File: src/rtl/approx_mul_ha_pipe_if.sv
// Operand/product stream bundle for the approximate multiplier.
// slave = multiplier side, master = the block feeding operands and taking products.
interface approx_mul_ha_pipe_if #(
  parameter int W = 8
);
  logic           in_valid;
  logic           in_ready;
  logic [W-1:0]   x;
  logic [W-1:0]   y;
  logic           exact_mode;
  logic           out_valid;
  logic           out_ready;
  logic [2*W-1:0] p;

  modport slave (
    input  in_valid, x, y, exact_mode, out_ready,
    output in_ready, out_valid, p
  );

  modport master (
    output in_valid, x, y, exact_mode, out_ready,
    input  in_ready, out_valid, p
  );
endinterface

File: src/rtl/approx_mul_ha_pipe.sv
// Three-stage WxW approximate multiplier: paired partial-product rows, half-adder/OR compression, exact final add.
// Optional error statistics are built when APPROX_ERR_STAT_EN is defined.
module approx_mul_ha_pipe #(
  parameter int W           = 8,
  parameter int APPROX_COLS = 6
) (
  input  logic                clk,
  input  logic                rst_n,
  approx_mul_ha_pipe_if.slave bus
`ifdef APPROX_ERR_STAT_EN
  ,
  input  logic                err_clr,
  output logic [2*W+15:0]     err_sum,
  output logic [2*W-1:0]      err_max,
  output logic [31:0]         beat_cnt
`endif
);

  localparam int NP = W / 2;

  logic                 v1, v2, v3;
  logic [W-1:0]         x1, y1;
  logic                 e1;
  logic [NP-1:0][W:0]   sr2, cr2;
  logic [NP-1:0][W:0]   sr_c, cr_c;
  logic [2*W-1:0]       p3, acc_c;
  logic                 adv;

  // No bubble collapse: the whole pipe stalls only when the output is held.
  assign adv           = !v3 | bus.out_ready;
  assign bus.in_ready  = adv;
  assign bus.out_valid = v3;
  assign bus.p         = p3;

  always_comb begin
    logic a, b;
    a = 1'b0;
    b = 1'b0;
    for (int k = 0; k < NP; k++) begin
      sr_c[k]    = '0;
      cr_c[k]    = '0;
      sr_c[k][0] = x1[2*k] & y1[0];
      sr_c[k][W] = x1[2*k+1] & y1[W-1];
      for (int j = 1; j < W; j++) begin
        a = x1[2*k] & y1[j];
        b = x1[2*k+1] & y1[j-1];
        // OR-sum with dropped carry can only under-estimate, keeping error non-negative.
        if ((2*k + j) < APPROX_COLS && !e1) begin
          sr_c[k][j] = a | b;
        end else begin
          sr_c[k][j]   = a ^ b;
          cr_c[k][j+1] = a & b;
        end
      end
    end
  end

  always_comb begin
    acc_c = '0;
    for (int k = 0; k < NP; k++) begin
      acc_c = acc_c + (((2*W)'(sr2[k]) + (2*W)'(cr2[k])) << (2*k));
    end
  end

  always_ff @(posedge clk or negedge rst_n) begin
    if (!rst_n) begin
      v1  <= 1'b0;
      v2  <= 1'b0;
      v3  <= 1'b0;
      x1  <= '0;
      y1  <= '0;
      e1  <= 1'b0;
      sr2 <= '0;
      cr2 <= '0;
      p3  <= '0;
    end else if (adv) begin
      v1 <= bus.in_valid;
      v2 <= v1;
      v3 <= v2;
      if (bus.in_valid) begin
        x1 <= bus.x;
        y1 <= bus.y;
        e1 <= bus.exact_mode;
      end
      if (v1) begin
        sr2 <= sr_c;
        cr2 <= cr_c;
      end
      if (v2) begin
        p3 <= acc_c;
      end
    end
  end

`ifdef APPROX_ERR_STAT_EN
  logic [2*W-1:0] ex2, ex3, err;
  logic [2*W+16:0] sum_nx;
  logic            fire;

  assign fire   = v3 & bus.out_ready;
  assign err    = ex3 - p3;
  assign sum_nx = {1'b0, err_sum} + (2*W+17)'(err);

  always_ff @(posedge clk or negedge rst_n) begin
    if (!rst_n) begin
      ex2 <= '0;
      ex3 <= '0;
    end else if (adv) begin
      if (v1) ex2 <= (2*W)'(x1) * (2*W)'(y1);
      if (v2) ex3 <= ex2;
    end
  end

  always_ff @(posedge clk or negedge rst_n) begin
    if (!rst_n) begin
      err_sum  <= '0;
      err_max  <= '0;
      beat_cnt <= '0;
    end else if (err_clr) begin
      err_sum  <= '0;
      err_max  <= '0;
      beat_cnt <= '0;
    end else if (fire) begin
      err_sum <= sum_nx[2*W+16] ? '1 : sum_nx[2*W+15:0];
      if (err > err_max) err_max <= err;
      if (beat_cnt != '1) beat_cnt <= beat_cnt + 32'd1;
    end
  end
`endif

endmodule

File: src/flat_wrapper.sv
// flat-port wrapper written by rule: the top's interface ports become plain ports
module approx_mul_ha_pipe_flat 
#(
  parameter int W           = 8,
  parameter int APPROX_COLS = 6
)
  (clk, rst_n, bus_in_valid, bus_x, bus_y, bus_exact_mode, bus_out_ready, bus_in_ready, bus_out_valid, bus_p);
  approx_mul_ha_pipe_if #(.W(W)) bus_i ();
  input  logic clk;
  input  logic rst_n;
  input wire logic [$bits(bus_i.in_valid)-1:0] bus_in_valid;
  input wire logic [$bits(bus_i.x)-1:0] bus_x;
  input wire logic [$bits(bus_i.y)-1:0] bus_y;
  input wire logic [$bits(bus_i.exact_mode)-1:0] bus_exact_mode;
  input wire logic [$bits(bus_i.out_ready)-1:0] bus_out_ready;
  output wire logic [$bits(bus_i.in_ready)-1:0] bus_in_ready;
  output wire logic [$bits(bus_i.out_valid)-1:0] bus_out_valid;
  output wire logic [$bits(bus_i.p)-1:0] bus_p;
  assign bus_i.in_valid = bus_in_valid;
  assign bus_i.x = bus_x;
  assign bus_i.y = bus_y;
  assign bus_i.exact_mode = bus_exact_mode;
  assign bus_i.out_ready = bus_out_ready;
  assign bus_in_ready = bus_i.in_ready;
  assign bus_out_valid = bus_i.out_valid;
  assign bus_p = bus_i.p;
  approx_mul_ha_pipe #(.W(W), .APPROX_COLS(APPROX_COLS)) u_core (.clk(clk), .rst_n(rst_n), .bus(bus_i));
endmodule
File: config.mk
export PLATFORM = sky130hd
export DESIGN_NAME = approx_mul_ha_pipe_flat
export DESIGN_NICKNAME = d
export VERILOG_FILES = /design/src/rtl/approx_mul_ha_pipe_if.sv /design/src/rtl/approx_mul_ha_pipe.sv /design/src/flat_wrapper.sv
export SDC_FILE = /design/constraint.sdc
export NUM_CORES = 1
export LEC_CHECK = 0
export CAP_MARGIN = 20
export CORE_MARGIN = 3
export CORE_UTILIZATION = 45
export DETAILED_ROUTE_END_ITERATION = 8
export PLACE_DENSITY = 0.67
export SLEW_MARGIN = 40
export SYNTH_ARGS = -nofsm -noshare
export SYNTH_HDL_FRONTEND = slang
export SYNTH_SLANG_ARGS = --single-unit
File: constraint.sdc
create_clock -name clk -period 10.25 [get_ports clk]
set_input_delay 1.5375 -clock clk [delete_from_list [all_inputs] [get_ports clk]]
set_output_delay 1.5375 -clock clk [all_outputs]
set_load 0.02 [all_outputs]
* Word level (Yosys, flattened, before mapping)
Index checks and enable logic that the tools add are counted.
Storage, ports and cells: bits in registers 100, latch bits 0, memory bits (writable) 0, bits in read-only memories 0, bits of input ports 21, output and inout bits 18, word-level logic and storage cells 174, memories kept 0
Operators by class: $add $sub $neg 7, multipliers 0, divide/modulo/power cells 0, order comparisons 0, equal/unequal tests 0, shift-type cells 0, mux-type cells 18, bitwise logic cells 130, reduce and logical (&&, ||, !) cells 4
Operator list (count):
- $and A1 B1 Y1 | 92
- $add A16 B16 Y16 | 3
- $add A9 B9 Y10 | 4
- $xor A1 B1 Y1 | 28
- $mux W1 | 18
- $or A1 B1 Y1 | 10
- $reduce_and A2 Y1 | 3
- $logic_not A1 Y1 | 1

* Logic depth before layout (Yosys ltp)
word-level depth 4, mapped depth 18

* Least setup slack after synthesis
OpenSTA, ideal clock, no wires.
path type reg-to-reg, start point reg u_core.cr2[2] (netlist name), end point reg u_core.p3[13] (netlist: u_core.bus.p[13]), setup time 0.132 ns, arrival 3.811 ns, data required time 10.118 ns, slack 6.306 ns, stages on the path, launching flop included 18, buffers on the path 0, cells stage by stage dfrtp_1 ha_1 fa_1 a21oi_1 nor2_1 nor2_1 o21bai_1 a21oi_1 xor2_1 fa_1 fa_1 inv_1 ha_1 o21ai_1 o31ai_1 a21oi_1 xor2_1 o21ai_1
Between the ends: cells in the longest elaborated chain, start to end 4
Ends and longest elaborated chain:
- start: declaration | line approx_mul_ha_pipe.sv:24 | logic [NP-1:0][W:0] sr2, cr2;
- start signal: assignment | line approx_mul_ha_pipe.sv:87 | cr2 <= cr_c;
- $add A9 B9 Y10 | line approx_mul_ha_pipe.sv:61 | acc_c = acc_c + (((2*W)'(sr2[k]) + (2*W)'(cr2[k])) << (2*k));
- $add A16 B16 Y16 (3 in a row) | line approx_mul_ha_pipe.sv:61
- end signal: assignment | line approx_mul_ha_pipe.sv:75 | p3 <= '0;
- end signal: assignment | line approx_mul_ha_pipe.sv:90 | p3 <= acc_c;
- end: declaration | line approx_mul_ha_pipe.sv:26 | logic [2*W-1:0] p3, acc_c;
No other way between the ends. A chain may end at the register's enable or synchronous reset.

* Final worst setup path
start point in bus_out_ready, end point out bus_in_ready
Between the ends: cells in the longest elaborated chain, start to end 1
Ends and longest elaborated chain:
- start: declaration | line flat_wrapper.sv:15 | input wire logic [$bits(bus_i.out_ready)-1:0] bus_out_ready;
- $or A1 B1 Y1 | line approx_mul_ha_pipe.sv:30 | assign adv = !v3 | bus.out_ready;
- end: declaration | line flat_wrapper.sv:16 | output wire logic [$bits(bus_i.in_ready)-1:0] bus_in_ready;
No other way between the ends.

==> reports/results.tsv <==
metric	value	unit
crit path max fanout	8	
Setup crit end kind	output port	
Slew headroom	0.529	
synth top area cells	dfrtp_1 (38%), ha_1 (17%), mux2_2 (9.0%)	
Total Wirelength	12.8	mm
die area	16000	sq um
Net Count, Synth	754	
Pre-antenna DRT Iters	4	
antenna-violating nets left	0	
synth warn	0	
Final Hold Viols	0	
initial core utilization	0.466	
Die X	127	microns
ANT cells	0	
Final period util	0.443	
Post-Synth XOR/XNOR Area	0.0348	
Total GRT Usage	0.170	
I/O Buffers	38	
vias per inst	5.22	
synth unique cells	43	
initial antenna violation count	0	
Slew Limit Fails	0	
DRC	0	
sequential element share of the synthesized area	0.383	
Setup Skew	7.31	ps
filler cell count	1211	
FP Rows	43	
nets	784	
I/O Pins	39	
global-route wire length before repair	21.9	mm
post-cts sizing count	0	
Post-CTS Hold Buffers	0	
Max-cap violations	0	
crit path time final	4540	ps
clock-pin slew on the worst setup and hold paths	70	ps
Arr. time, crit path	3000	ps
average cell area after synthesis	10.4	sq um
largest net degree at the start of global routing	92	
async set-reset flop share out of synthesis	1.00	
cell area after synthesis	6540	sq um
post-synthesis mux area share	0.107	
post-synthesis compound-gate area fraction	0.0983	
post-CTS setup buffer count	0	
# clock sinks	100	
number of synthesized flops with an enable pin	0	
Final setup viols	0	
WP data required	8710	ps
synthesis-stage register bit count	100	
GP Congestion	0.792	
Die Y	127	microns
grt total ovfl	0	
area grow syn2layout	13.0	%
post-DP HPWL	9.45	mm
RSZ-0062 raised after global routing	no	
clock latency on the worst-skew pair	360	ps
top cell type by total area after synthesis	dfrtp_1	
drt initial violations	229	
Worst Tran Pin Value	706	ps
CORE AREA	14000	sq um
Num CTS Buffers	9	
root buffer cell	clkbuf_16	
wire per inst	15.1	microns
Yosys top cell area share	0.383	
share of post-route cells with drive strength above 1	0.130	
highest clock rate	220	MHz
CTS tree	done	
via count	4403	
largest family of logic cells by synthesized area	adder cells	
Synth Area in Simple Gates	0.119	
setup_tns	0	ps
Mapped Cells	628	
clock tree buffer depth	2	
Synth Flop Type	dfrtp_1	
status	finished, final reports clean	
crit path launch type	primary input	
Crit Path Class	in -> out	
vias in the first global route	4483	
Synth Area in Adders	0.220	
worst min path class	reg -> reg	
H-tree Lvls	3	
## stage by stage
stage | utilization | area, sq um | std cells | hold slack (ps) | setup WS, ps
floorplan | - | 6540 | 628 | 446 | 6310
global placement | 0.504 | 7070 | 827 | 460 | 5730
detailed placement | 0.504 | 7080 | 827 | 471 | 5710
CTS | 0.526 | 7390 | 843 | 487 | 5700
global route | 0.526 | 7390 | 843 | 516 | 5660
finish | 0.526 | 7390 | 843 | 481 | 5710
## layout make-up
cell class | count | area [sq um] | area share
Clock buffer | 9 | 225 | 0.0305
Inverter | 44 | 165 | 0.0223
Sequential cell | 100 | 2500 | 0.339
Multi-Input combinational cell | 463 | 3790 | 0.513
Timing Repair Buffer | 40 | 400 | 0.0542
Tap cell | 180 | 225 | 0.0305
Clock inverter | 7 | 82.6 | 0.0112
## layer usage
layer,GRT usage,share of wire
met1,0.235,0.49
met3,0.0442,0.038
met2,0.267,0.46
met5,0,0
met4,0.0448,0.013
## Yosys cell counts, drive strengths merged (2+ instances only)
master,number
a21oi,31
inv,44
fa,17
and2,39
o31ai,2
nor3b,4
or2,3
o211ai,3
o21a,3
xor2,9
a21o,7
nor4,2
dfrtp,100
a211oi,4
buf,6
o21bai,9
nand3,3
xnor2,17
a31oi,2
mux2,61
ha,88
nand2,82
nor2,29
clkbuf,15
o21ai,41
## flip-flops by register name, summed over array words and instances (netlist names)
| signal | count |
|---|---|
| u_core.cr2 | 28 |
| u_core.bus.out_valid | 1 |
| u_core.e1 | 1 |
| u_core.bus.p | 16 |
| u_core.v1 | 1 |
| u_core.sr2 | 36 |
| u_core.x1 | 8 |
| u_core.v2 | 1 |
| u_core.y1 | 8 |
## cell families (layout without fill, tap and decap cells)
kind of cell	after synthesis	after routing
adders and majority gates	105	105
muxes	62	62
buffers and inverters	65	100
DFF	100	100
and+or+nand+nor	165	165
xor gates and xnor gates	26	26
AOI/OAI and AO/OA	105	105
## worst max-delay path, cell delays in order
cell,delay (ps)
clkdlybuf4s50_1,450
nand2b_1,330
clkdlybuf4s50_1,680
## final timing paths
path / start / end / slack (ps) / cells past startpoint
worst max-delay path: bus_out_ready / bus_in_ready / 5710 / 3
worst min-delay path: u_core.bus.p[6] / u_core.bus.p[6] / 480 / 2
worst max register to register: u_core.cr2[3] / u_core.bus.p[15] / 6010 / 16
worst min register to register: u_core.bus.p[6] / u_core.bus.p[6] / 480 / 2
max in group asynchronous: rst_n / u_core.e1 / 8170 / 2
min in group asynchronous: rst_n / u_core.sr2[1] / 1070 / 1
## cells in the final DEF, fill, tap and decap left out, types with 3 or more instances in the layout
cell type / n
a211oi_1: 3
a21o_1: 7
a21oi_1: 30
and2_1: 39
clkbuf_16: 9
clkdlybuf4s50_1: 37
dfrtp_1: 99
fa_1: 17
ha_1: 88
inv_1: 44
mux2_1: 9
mux2_2: 52
nand2_1: 79
nand3_1: 3
nor2_1: 29
nor3b_1: 4
o21ai_0: 32
o21ai_1: 8
o21bai_1: 8
xnor2_1: 17
xor2_1: 9
Power is not shown: default switching activity piles up to over one toggle a cycle in this logic, so the estimate is an artifact.
